==> src/rtl/cdb_arbiter_pkg.sv <==
// rtl/cdb_arbiter_pkg.sv - shared constants for the CDB write-back arbiter
package cdb_arbiter_pkg;

    localparam int DEF_N_REQ         = 2;
    localparam int DEF_ROB_INDEX_BIT = 4;
    localparam int DEF_DATA_W        = 32;
    localparam int DEF_FIFO_DEPTH    = 2;

    // Requester slots on the CDB
    localparam int CDB_SRC_RS  = 0;
    localparam int CDB_SRC_LSB = 1;

    // Width of a requester index; a single requester still gets one bit
    function automatic int src_width(input int n);
        return (n > 1) ? $clog2(n) : 1;
    endfunction

endpackage

==> src/rtl/cdb_arbiter_if.sv <==
// rtl/cdb_arbiter_if.sv - producer-side and broadcast-side bundle of the CDB arbiter
interface cdb_arbiter_if
    import cdb_arbiter_pkg::*;
#(
    parameter int N_REQ         = DEF_N_REQ,
    parameter int ROB_INDEX_BIT = DEF_ROB_INDEX_BIT,
    parameter int DATA_W        = DEF_DATA_W,
    parameter int SRC_W         = src_width(N_REQ)
);

    logic [N_REQ-1:0]               req_valid;
    logic [N_REQ*ROB_INDEX_BIT-1:0] req_rob_id;
    logic [N_REQ*DATA_W-1:0]        req_val;
    logic [N_REQ-1:0]               req_ready;
    logic                           cdb_valid;
    logic [ROB_INDEX_BIT-1:0]       cdb_rob_id;
    logic [DATA_W-1:0]              cdb_val;
    logic [SRC_W-1:0]               cdb_src;
    logic                           busy_out;

    // Producers and CDB consumers
    modport master (
        output req_valid, req_rob_id, req_val,
        input  req_ready, cdb_valid, cdb_rob_id, cdb_val, cdb_src, busy_out
    );

    // The arbiter itself
    modport slave (
        input  req_valid, req_rob_id, req_val,
        output req_ready, cdb_valid, cdb_rob_id, cdb_val, cdb_src, busy_out
    );

endinterface

==> src/rtl/cdb_req_fifo.sv <==
// rtl/cdb_req_fifo.sv - small per-requester result FIFO with flush
module cdb_req_fifo #(
    parameter  int DEPTH = 2,
    parameter  int WIDTH = 36,
    localparam int PTR_W = $clog2(DEPTH),
    localparam int CNT_W = $clog2(DEPTH) + 1
) (
    input  logic             clk_in,
    input  logic             rst_in,
    input  logic             flush,
    input  logic             push,
    input  logic             pop,
    input  logic [WIDTH-1:0] wdata,
    output logic [WIDTH-1:0] rdata,
    output logic [CNT_W-1:0] count,
    output logic             full,
    output logic             empty
);

    logic [WIDTH-1:0] mem [DEPTH];
    logic [PTR_W-1:0] head;
    logic [PTR_W-1:0] tail;

    // Pointer/count update; DEPTH is a power of two so pointers wrap naturally
    always_ff @(posedge clk_in) begin
        if (rst_in || flush) begin
            head  <= '0;
            tail  <= '0;
            count <= '0;
        end else begin
            if (push) begin
                mem[tail] <= wdata;
                tail      <= tail + 1'b1;
            end
            if (pop) begin
                head <= head + 1'b1;
            end
            case ({push, pop})
                2'b10:   count <= count + 1'b1;
                2'b01:   count <= count - 1'b1;
                default: count <= count;
            endcase
        end
    end

    assign rdata = mem[head];
    assign full  = (count == CNT_W'(DEPTH));
    assign empty = (count == '0);

endmodule

==> src/rtl/cdb_arbiter.sv <==
// rtl/cdb_arbiter.sv - round-robin arbiter sharing the CDB between result producers
module cdb_arbiter
    import cdb_arbiter_pkg::*;
#(
    parameter int N_REQ         = DEF_N_REQ,
    parameter int ROB_INDEX_BIT = DEF_ROB_INDEX_BIT,
    parameter int DATA_W        = DEF_DATA_W,
    parameter int FIFO_DEPTH    = DEF_FIFO_DEPTH
) (
    input  logic          clk_in,
    input  logic          rst_in,
    input  logic          rdy_in,
    input  logic          clear_in,
    cdb_arbiter_if.slave  bus
);

    localparam int SRC_W = src_width(N_REQ);
    localparam int ENT_W = ROB_INDEX_BIT + DATA_W;
    localparam int CNT_W = $clog2(FIFO_DEPTH) + 1;

    logic [ENT_W-1:0] head_ent   [N_REQ];
    logic [CNT_W-1:0] fifo_count [N_REQ];
    logic [N_REQ-1:0] full;
    logic [N_REQ-1:0] empty;
    logic [N_REQ-1:0] push;
    logic [N_REQ-1:0] pop;

    logic             grant_valid;
    logic [SRC_W-1:0] grant_idx;
    logic [SRC_W-1:0] rr_ptr;
    logic [SRC_W-1:0] rr_next;
    logic [ENT_W-1:0] win_ent;
    logic             any_pending;

    logic                     cdb_valid_q;
    logic [ROB_INDEX_BIT-1:0] cdb_rob_id_q;
    logic [DATA_W-1:0]        cdb_val_q;
    logic [SRC_W-1:0]         cdb_src_q;

    // Only accepted, non-flushed edges touch the FIFOs
    for (genvar i = 0; i < N_REQ; i++) begin : g_fifo
        assign push[i] = rdy_in && !clear_in && bus.req_valid[i] && !full[i];
        assign pop[i]  = rdy_in && !clear_in && grant_valid && (grant_idx == SRC_W'(i));

        cdb_req_fifo #(
            .DEPTH (FIFO_DEPTH),
            .WIDTH (ENT_W)
        ) u_fifo (
            .clk_in (clk_in),
            .rst_in (rst_in),
            .flush  (clear_in),
            .push   (push[i]),
            .pop    (pop[i]),
            .wdata  ({bus.req_rob_id[i*ROB_INDEX_BIT +: ROB_INDEX_BIT],
                      bus.req_val[i*DATA_W +: DATA_W]}),
            .rdata  (head_ent[i]),
            .count  (fifo_count[i]),
            .full   (full[i]),
            .empty  (empty[i])
        );
    end

    // Round-robin pick: first non-empty FIFO at or after rr_ptr
    always_comb begin
        int idx;
        idx         = 0;
        grant_valid = 1'b0;
        grant_idx   = '0;
        for (int k = 0; k < N_REQ; k++) begin
            idx = (int'(rr_ptr) + k) % N_REQ;
            if (!grant_valid && !empty[SRC_W'(idx)]) begin
                grant_valid = 1'b1;
                grant_idx   = SRC_W'(idx);
            end
        end
        rr_next = SRC_W'((int'(grant_idx) + 1) % N_REQ);
        win_ent = head_ent[grant_idx];
    end

    // Any result still queued keeps the block busy
    always_comb begin
        any_pending = 1'b0;
        for (int i = 0; i < N_REQ; i++) begin
            if (fifo_count[i] != '0) begin
                any_pending = 1'b1;
            end
        end
    end

    // Registered broadcast and round-robin pointer; clear behaves like reset
    always_ff @(posedge clk_in) begin
        if (rst_in || clear_in) begin
            cdb_valid_q  <= 1'b0;
            cdb_rob_id_q <= '0;
            cdb_val_q    <= '0;
            cdb_src_q    <= '0;
            rr_ptr       <= '0;
        end else if (rdy_in) begin
            if (grant_valid) begin
                cdb_valid_q  <= 1'b1;
                cdb_rob_id_q <= win_ent[ENT_W-1 -: ROB_INDEX_BIT];
                cdb_val_q    <= win_ent[DATA_W-1:0];
                cdb_src_q    <= grant_idx;
                rr_ptr       <= rr_next;
            end else begin
                cdb_valid_q <= 1'b0;
            end
        end
    end

    assign bus.req_ready  = ~full;
    assign bus.cdb_valid  = cdb_valid_q;
    assign bus.cdb_rob_id = cdb_rob_id_q;
    assign bus.cdb_val    = cdb_val_q;
    assign bus.cdb_src    = cdb_src_q;
    assign bus.busy_out   = any_pending || cdb_valid_q;

endmodule

==> src/flat_wrapper.sv <==
// flat-port wrapper written by rule: the top's interface ports become plain ports
module cdb_arbiter_flat import cdb_arbiter_pkg::*;
#(
    parameter int N_REQ         = DEF_N_REQ,
    parameter int ROB_INDEX_BIT = DEF_ROB_INDEX_BIT,
    parameter int DATA_W        = DEF_DATA_W,
    parameter int FIFO_DEPTH    = DEF_FIFO_DEPTH
)
  (clk_in, rst_in, rdy_in, clear_in, bus_req_valid, bus_req_rob_id, bus_req_val, bus_req_ready, bus_cdb_valid, bus_cdb_rob_id, bus_cdb_val, bus_cdb_src, bus_busy_out);
  cdb_arbiter_if #(.N_REQ(N_REQ), .ROB_INDEX_BIT(ROB_INDEX_BIT), .DATA_W(DATA_W)) bus_i ();
  input  logic clk_in;
  input  logic rst_in;
  input  logic rdy_in;
  input  logic clear_in;
  input wire logic [$bits(bus_i.req_valid)-1:0] bus_req_valid;
  input wire logic [$bits(bus_i.req_rob_id)-1:0] bus_req_rob_id;
  input wire logic [$bits(bus_i.req_val)-1:0] bus_req_val;
  output wire logic [$bits(bus_i.req_ready)-1:0] bus_req_ready;
  output wire logic [$bits(bus_i.cdb_valid)-1:0] bus_cdb_valid;
  output wire logic [$bits(bus_i.cdb_rob_id)-1:0] bus_cdb_rob_id;
  output wire logic [$bits(bus_i.cdb_val)-1:0] bus_cdb_val;
  output wire logic [$bits(bus_i.cdb_src)-1:0] bus_cdb_src;
  output wire logic [$bits(bus_i.busy_out)-1:0] bus_busy_out;
  assign bus_i.req_valid = bus_req_valid;
  assign bus_i.req_rob_id = bus_req_rob_id;
  assign bus_i.req_val = bus_req_val;
  assign bus_req_ready = bus_i.req_ready;
  assign bus_cdb_valid = bus_i.cdb_valid;
  assign bus_cdb_rob_id = bus_i.cdb_rob_id;
  assign bus_cdb_val = bus_i.cdb_val;
  assign bus_cdb_src = bus_i.cdb_src;
  assign bus_busy_out = bus_i.busy_out;
  cdb_arbiter #(.N_REQ(N_REQ), .ROB_INDEX_BIT(ROB_INDEX_BIT), .DATA_W(DATA_W), .FIFO_DEPTH(FIFO_DEPTH)) u_core (.clk_in(clk_in), .rst_in(rst_in), .rdy_in(rdy_in), .clear_in(clear_in), .bus(bus_i));
endmodule
==> config.mk <==
export PLATFORM = sky130hd
export DESIGN_NAME = cdb_arbiter_flat
export DESIGN_NICKNAME = d
export VERILOG_FILES = /design/src/rtl/cdb_arbiter_pkg.sv /design/src/rtl/cdb_arbiter_if.sv /design/src/rtl/cdb_req_fifo.sv /design/src/rtl/cdb_arbiter.sv /design/src/flat_wrapper.sv
export SDC_FILE = /design/constraint.sdc
export NUM_CORES = 1
export LEC_CHECK = 0
export BUFFER_PORTS_ARGS = -buffer_cell sky130_fd_sc_hd__buf_4
export CORE_ASPECT_RATIO = 0.7
export CORE_MARGIN = 1.5
export CORE_UTILIZATION = 63
export CTS_BUF_LIST = sky130_fd_sc_hd__clkbuf_4
export DETAILED_ROUTE_END_ITERATION = 8
export GPL_TIMING_DRIVEN = 0
export PLACE_DENSITY = 0.88
export REMOVE_ABC_BUFFERS = 1
export SLEW_MARGIN = 20
export SYNTH_ARGS = -nofsm -noshare
export SYNTH_HDL_FRONTEND = slang
export SYNTH_SLANG_ARGS = --single-unit
==> constraint.sdc <==
create_clock -name clk_in -period 10.85 [get_ports clk_in]
set_input_delay 2.7125 -clock clk_in [delete_from_list [all_inputs] [get_ports clk_in]]
set_output_delay 2.7125 -clock clk_in [all_outputs]
set_load 0.1 [all_outputs]
* Yosys cells after proc, flatten, opt, wreduce, memory -nomap -nowiden
Memory sizes are Yosys's and may differ from the RTL's. A register that Yosys moved wholly into a read port is not among the register bits. Cells that the tools add are included. W data, S select, Z words.
Cells by class: add/subtract/negate cells 10, multipliers 0, divide/modulo/power cells 0, $lt $le $gt $ge 3, equality and inequality tests 6, shift-type cells 0, mux-type cells 26, bitwise operators 3, reduce and logical (&&, ||, !) cells 21
Operators with widths (number):
- $mux W36 | 3
- $mux W1 | 21
- $logic_and A1 B1 Y1 | 9
- $eq A2 B2 Y1 const B | 4
- $pmux W2 S2 | 2
- $reduce_bool A2 Y1 | 4
- $add A1 B1 Y1 const B | 6
- $lt A1 B3 Y1 const B | 2
- $add A2 B1 Y2 const B | 2
- $eq A2 B1 Y1 const B | 2
- $logic_not A1 Y1 | 4
- $sub A2 B1 Y2 const B | 2
- $ge A2 B2 Y1 const B | 1
- $logic_not A2 Y1 | 1
- $logic_or A1 B1 Y1 | 2
- $not A1 Y2 | 1
- $not A2 Y2 | 1
- $reduce_and A2 Y1 | 1
- $not A1 Y1 | 1
Word-level totals: register bits 47, latch bits 0, memory bits (writable) 144, memory bits (read-only) 0, bits of input ports 78, output and inout port bits 41, logic and storage cells 82, memories kept 2
Memories:
- u_core.g_fifo[0].u_fifo.mem | depth 2, bits a word 36, read ports 1, clocked after memory_dff 1, wr ports 1, RTL line cdb_req_fifo.sv:20 | logic [WIDTH-1:0] mem [DEPTH];
- u_core.g_fifo[1].u_fifo.mem | depth 2, bits a word 36, read ports 1, clocked after memory_dff 1, wr ports 1, RTL line cdb_req_fifo.sv:20

* Logic depth before layout (Yosys ltp)
depth after elaboration 11, gate-level depth with buffers 8, depth with buffers taken out 7

* By module
A second synthesis with hierarchy kept.
Second synthesis, totals: cells, all modules 453, area, all modules 7455.9 um^2
Modules (own cells, without submodules):
- cdb_req_fifo | times used 2, cells an instance 135, area each 2806.4 um^2, seq. area each 2262.2 um^2
- cdb_arbiter | times used 1, cells an instance 183, area each 1843.0 um^2, seq. area each 780.7 um^2

* Worst setup path before layout
No wires, ideal clock.
path kind input -> register, start point in rdy_in, end point mem u_core.g_fifo[0].u_fifo.mem[1][0], enable pin, library setup time 0.482 ns, arrival 5.710 ns, required time 10.368 ns, slack 4.658 ns, stages 3, buffers on the path 0, cell sequence nor2b_1 -> nand3_1 -> nor3b_1
Between the ends: word-level cells in the longest chain between the ends 6
Ends and longest elaborated chain:
- from (decl) | RTL line flat_wrapper.sv:13 | input logic rdy_in;
- $logic_and A1 B1 Y1 (3 in series) | RTL line cdb_arbiter.sv:42 | assign push[i] = rdy_in && !clear_in && bus.req_valid[i] && !full[i];
- $mux W1 | RTL line cdb_req_fifo.sv:31 | if (push) begin
- $mux W1 | RTL line cdb_req_fifo.sv:26 | if (rst_in || flush) begin
- $mux W1 (implied by the code) | RTL line cdb_req_fifo.sv:32 | mem[tail] <= wdata;
- to (decl) | RTL line cdb_req_fifo.sv:20
No other way between the ends.

* Final worst setup path
start point reg u_core.g_fifo[0].u_fifo.count[1], end point out bus_req_ready[0]
Between the ends: word-level cells in the longest chain between the ends 2
Ends and longest elaborated chain:
- from (decl) | RTL line cdb_req_fifo.sv:15 | output logic [CNT_W-1:0] count,
- from (signal assigned) | RTL line cdb_req_fifo.sv:39 | 2'b10: count <= count + 1'b1;
- from (signal assigned) | RTL line cdb_req_fifo.sv:40 | 2'b01: count <= count - 1'b1;
- from (signal assigned) | RTL line cdb_req_fifo.sv:41 | default: count <= count;
- $eq A2 B2 Y1 | RTL line cdb_req_fifo.sv:47 | assign full = (count == CNT_W'(DEPTH));
- $not A2 Y2 | RTL line cdb_arbiter.sv:111 | assign bus.req_ready = ~full;
- to (decl) | RTL line flat_wrapper.sv:18 | output wire logic [$bits(bus_i.req_ready)-1:0] bus_req_ready;
No other way between the ends.

==> impl_metrics.prom <==
# TYPE chip_impl_metric gauge
chip_impl_metric{name="detail_route.iter0.violations",unit=""} 275
chip_impl_metric{name="design.die.area",unit="um2"} 12180
chip_impl_metric{name="grt_use_total",unit=""} 0.2503
chip_impl_info{name="synth_top_family_by_area",value="multiplexers"} 1
chip_impl_info{name="critical_path.startpoint_type",value="flip-flop"} 1
chip_impl_metric{name="worst_slew_margin_rel",unit=""} 0.2670
chip_impl_metric{name="start_util",unit=""} 0.6520
chip_impl_metric{name="pwr_density_cell",unit="nW/um2"} 146.8
chip_impl_metric{name="overflow",unit=""} 0
chip_impl_info{name="most-common-layout-cells",value="edfxtp_1 (144), buf_4 (128), mux2i_1 (108), dfxtp_1 (46), a22o_1 (36)"} 1
chip_impl_metric{name="regToRegSetupSlack",unit="ns"} 8.56
chip_impl_metric{name="yosys-mux-area-fraction",unit=""} 0.1490
chip_impl_metric{name="gp_routability_congestion",unit=""} 0.7753
chip_impl_metric{name="synth.yosys.warnings",unit=""} 0
chip_impl_info{name="holdCritPathClass",value="reg -> reg"} 1
chip_impl_metric{name="placementRows",unit=""} 32
chip_impl_info{name="min_delay_worst_endpoint",value="u_core.bus.cdb_src"} 1
chip_impl_metric{name="post_cts.repair.setup_buffers",unit=""} 0
chip_impl_info{name="unrepaired_setup_endpoints_after_global_routing",value="false"} 1
chip_impl_info{name="worst-setup-path-type",value="reg -> out"} 1
chip_impl_metric{name="vias_per_cell",unit=""} 5.728
chip_impl_metric{name="fraction_of_the_mapped_netlist_area_in_compound_gates",unit=""} 0.05569
chip_impl_metric{name="num-fill-cells",unit=""} 653
chip_impl_metric{name="die_boundary_width",unit="um"} 131.3
chip_impl_metric{name="worstHoldPathCells",unit=""} 2
chip_impl_metric{name="number_of_input_and_output_port_buffers_inserted",unit=""} 118
chip_impl_metric{name="tritoncts.num_buffers",unit=""} 17
chip_impl_info{name="cell_at_the_root_of_the_clock_tree",value="clkbuf_4"} 1
chip_impl_metric{name="post_drt_wl_per_cell",unit="um"} 20.43
chip_impl_metric{name="antenna_found_initial",unit=""} 0
chip_impl_metric{name="irDropWorstVdd",unit="V"} 0.0001001
chip_impl_metric{name="holdBufCountCts",unit=""} 0
chip_impl_metric{name="synth.lib_cells_used.distinct",unit=""} 29
chip_impl_metric{name="finalCriticalPeriod",unit="ns"} 4.302
chip_impl_metric{name="syn_area_per_cell",unit="um2"} 17.44
chip_impl_metric{name="power",unit="mW"} 1.277
chip_impl_metric{name="postRouteWirelength",unit="mm"} 14.63
chip_impl_metric{name="drtAntennaViolNets",unit=""} 0
chip_impl_info{name="tritoncts",value="yes"} 1
chip_impl_metric{name="area_growth_syn_to_layout",unit="%"} 19.88
chip_impl_metric{name="first_pass_grt_wire_length",unit="mm"} 22.46
chip_impl_metric{name="clock_sinks",unit=""} 193
chip_impl_metric{name="timing.final.setup_violations",unit=""} 0
chip_impl_metric{name="maximum_capacitance_violations",unit=""} 0
chip_impl_info{name="layout_commonest_cell",value="edfxtp_1"} 1
chip_impl_metric{name="first_pass_iters",unit=""} 5
chip_impl_metric{name="cts_htree_levels",unit=""} 4
chip_impl_metric{name="cts_buffer_depth",unit=""} 2
chip_impl_metric{name="worst-slew-pin-transition",unit="ns"} 1.097
chip_impl_metric{name="final_max_slew_viol_count",unit=""} 0
chip_impl_metric{name="coreArea",unit="um2"} 11130
chip_impl_metric{name="timing.critical_path.arrival",unit="ns"} 1.59
chip_impl_metric{name="seq_area_frac_synth",unit=""} 0.7310
chip_impl_info{name="outcome",value="finished, final reports clean"} 1
chip_impl_metric{name="drc_errors",unit=""} 0
chip_impl_info{name="worst_setup_path_end_kind",value="primary output"} 1
chip_impl_info{name="reg2reg_to",value="u_core.g_fifo[0].u_fifo.mem[0][6]"} 1
chip_impl_metric{name="post_synth_fa_ha_maj_area_fraction",unit=""} 0.003448
chip_impl_metric{name="share_of_cells_above_drive_strength_1",unit=""} 0.3162
chip_impl_metric{name="worst-r2r-cell-count",unit=""} 6
chip_impl_metric{name="f_max",unit="MHz"} 232.4
chip_impl_metric{name="clk_pin_slew_worst_paths",unit="ns"} 0.15
chip_impl_metric{name="diodes",unit=""} 0
chip_impl_metric{name="synthesis.instances",unit=""} 416
chip_impl_metric{name="leakagePower",unit="nW"} 2.983
chip_impl_metric{name="crit_path_max_fanout",unit=""} 6
chip_impl_info{name="critical-path-slowest-cell",value="dfxtp_1"} 1
chip_impl_info{name="critical_path.reg2reg.startpoint",value="u_core.g_fifo[0].u_fifo.count[0]"} 1
chip_impl_metric{name="post_synth_and_or_nand_nor_area_fraction",unit=""} 0.02621
chip_impl_metric{name="design.final.nets",unit=""} 630
chip_impl_metric{name="floorplan.die.height",unit="um"} 92.80
chip_impl_info{name="crit_path_cell_trace",value="nor2b_1 > inv_1 > buf_4"} 1
chip_impl_metric{name="max_stage_delay",unit="ns"} 0.48
chip_impl_metric{name="detailroute.via_count",unit=""} 4101
chip_impl_info{name="timing.hold.worst.start",value="u_core.bus.cdb_src"} 1
chip_impl_metric{name="post_synth_xor_area_fraction",unit=""} 0.007241
chip_impl_metric{name="cts_resized",unit=""} 0
chip_impl_metric{name="fin_worst_skew",unit="ns"} 0.02170
chip_impl_metric{name="yosys_register_bits",unit=""} 193
chip_impl_metric{name="pin_count_of_the_biggest_net_entering_global_routing",unit=""} 43
chip_impl_metric{name="report.final.hold_viol_count",unit=""} 0
chip_impl_metric{name="worst-endpoint-required",unit="ns"} 8.14
chip_impl_metric{name="clk_latency",unit="ns"} 0.55
chip_impl_metric{name="vias_in_the_first_global_route",unit=""} 4360
chip_impl_metric{name="post_synth_instance_area",unit="um2"} 7257
chip_impl_metric{name="floorplan.io_pins",unit=""} 119
chip_impl_metric{name="final.setup.tns",unit="ns"} 0
chip_impl_metric{name="place_hpwl",unit="mm"} 9.846
chip_impl_metric{name="fin_crit_sh",unit=""} 0.3965
[routing by layer]
layer | global-route usage | routed length, um
met1 | 0.2944 | 5819
met2 | 0.4471 | 7537
met3 | 0.07499 | 1105
met4 | 0.08056 | 168
met5 | 0 | 0
[how the worst max path moves through the flow]
stage                                           from                            endpoint  slack, ns  cells past startpoint
global route        u_core.g_fifo[0].u_fifo.count[1]                    bus_req_ready[0]       6.42                      3
floorplan                                     rdy_in   u_core.g_fifo[0].u_fifo.mem[1][0]       4.66                      3
finish              u_core.g_fifo[0].u_fifo.count[1]                    bus_req_ready[0]       6.55                      3
detailed placement                            rdy_in   u_core.g_fifo[0].u_fifo.mem[1][6]       6.22                      6
CTS                 u_core.g_fifo[0].u_fifo.count[1]                    bus_req_ready[0]       6.51                      3
global placement                              rdy_in  u_core.g_fifo[1].u_fifo.mem[1][18]       2.34                      4
[through the flow]
step                area, um2  std cells  hold WS (ns)    util  setup slack (ns)
floorplan                7066        393        0.4669       -             4.658
global placement         8143        664        0.4573  0.7316             2.337
detailed placement       8369        684        0.4632  0.7519             6.222
CTS                      8700        716        0.4927  0.7816             6.505
global route             8700        716        0.5101  0.7816             6.424
finish                   8700        716        0.4901  0.7816             6.548
[critical path, delay by kind of cell, from the launching register on]
kind                   cells  cell delay [ns]
DFF                        1             0.48
and+or+nand+nor            1             0.25
buffers and inverters      2             0.32
[kinds of logic after synthesis]
family	after synthesis
fa+ha+maj	2
xor+xnor	6
mux	108
flops	193
simple gates	31
compound gates	51
buf+inv	25
[Yosys cell counts]
| cell type | number | share of area |
|---|---|---|
| xnor2_1 | 2 | 0.0024 |
| buf_4 | 6 | 0.0062 |
| nand3b_1 | 2 | 0.0021 |
| nand3_1 | 2 | 0.0014 |
| o21ai_0 | 5 | 0.0034 |
| nand2_1 | 2 | 0.0010 |
| a22o_1 | 36 | 0.043 |
| xor2_1 | 4 | 0.0048 |
| nand2b_1 | 1 | 0.00086 |
| nor2b_4 | 1 | 0.0019 |
| buf_12 | 3 | 0.0083 |
| inv_1 | 2 | 0.0010 |
| nor3b_1 | 3 | 0.0031 |
| o211ai_1 | 1 | 0.0010 |
| nor3_1 | 4 | 0.0028 |
| or2_1 | 1 | 0.00086 |
| o21ai_4 | 1 | 0.0022 |
| or3_1 | 5 | 0.0043 |
| edfxtp_1 | 144 | 0.60 |
| a21oi_1 | 8 | 0.0055 |
| nor2_1 | 6 | 0.0031 |
| clkbuf_1 | 2 | 0.0010 |
| nor2b_1 | 3 | 0.0026 |
| dfxtp_1 | 49 | 0.14 |
| ha_1 | 2 | 0.0034 |
| mux2i_1 | 108 | 0.15 |
| buf_6 | 3 | 0.0047 |
| buf_2 | 9 | 0.0062 |
| nor3_4 | 1 | 0.0022 |
[cell type report]
cell class | instances | area (um2) | area share
clock buffers | 19 | 142.6 | 0.01640
clock inverters | 13 | 187.7 | 0.02157
inverters | 2 | 7.507 | 0.0008629
multi-input cells | 198 | 1773 | 0.2038
flip-flops and latches | 193 | 5316 | 0.6111
well taps | 153 | 191.4 | 0.02200
repair buffers | 138 | 1081 | 0.1243
[report_power, final]
part | total [mW] | internal [mW] | leakage [nW] | switching, mW
clock network | 0.422 | 0.190 | 0.178 | 0.233
logic | 0.0535 | 0.0258 | 1.11 | 0.0277
registers | 0.801 | 0.798 | 1.70 | 0.00342
[sequential cells by signal, indices dropped and copies added (netlist names), named ones only]
signal                      cells
u_core.bus.cdb_src              1
u_core.g_fifo.u_fifo.count      4
u_core.g_fifo.u_fifo.mem      144
u_core.bus.cdb_valid            1
u_core.g_fifo.u_fifo.head       2
u_core.bus.cdb_val             32
u_core.g_fifo.u_fifo.tail       2
u_core.bus.cdb_rob_id           4
u_core.rr_ptr                   1
Power figures use the tool's default switching activity.
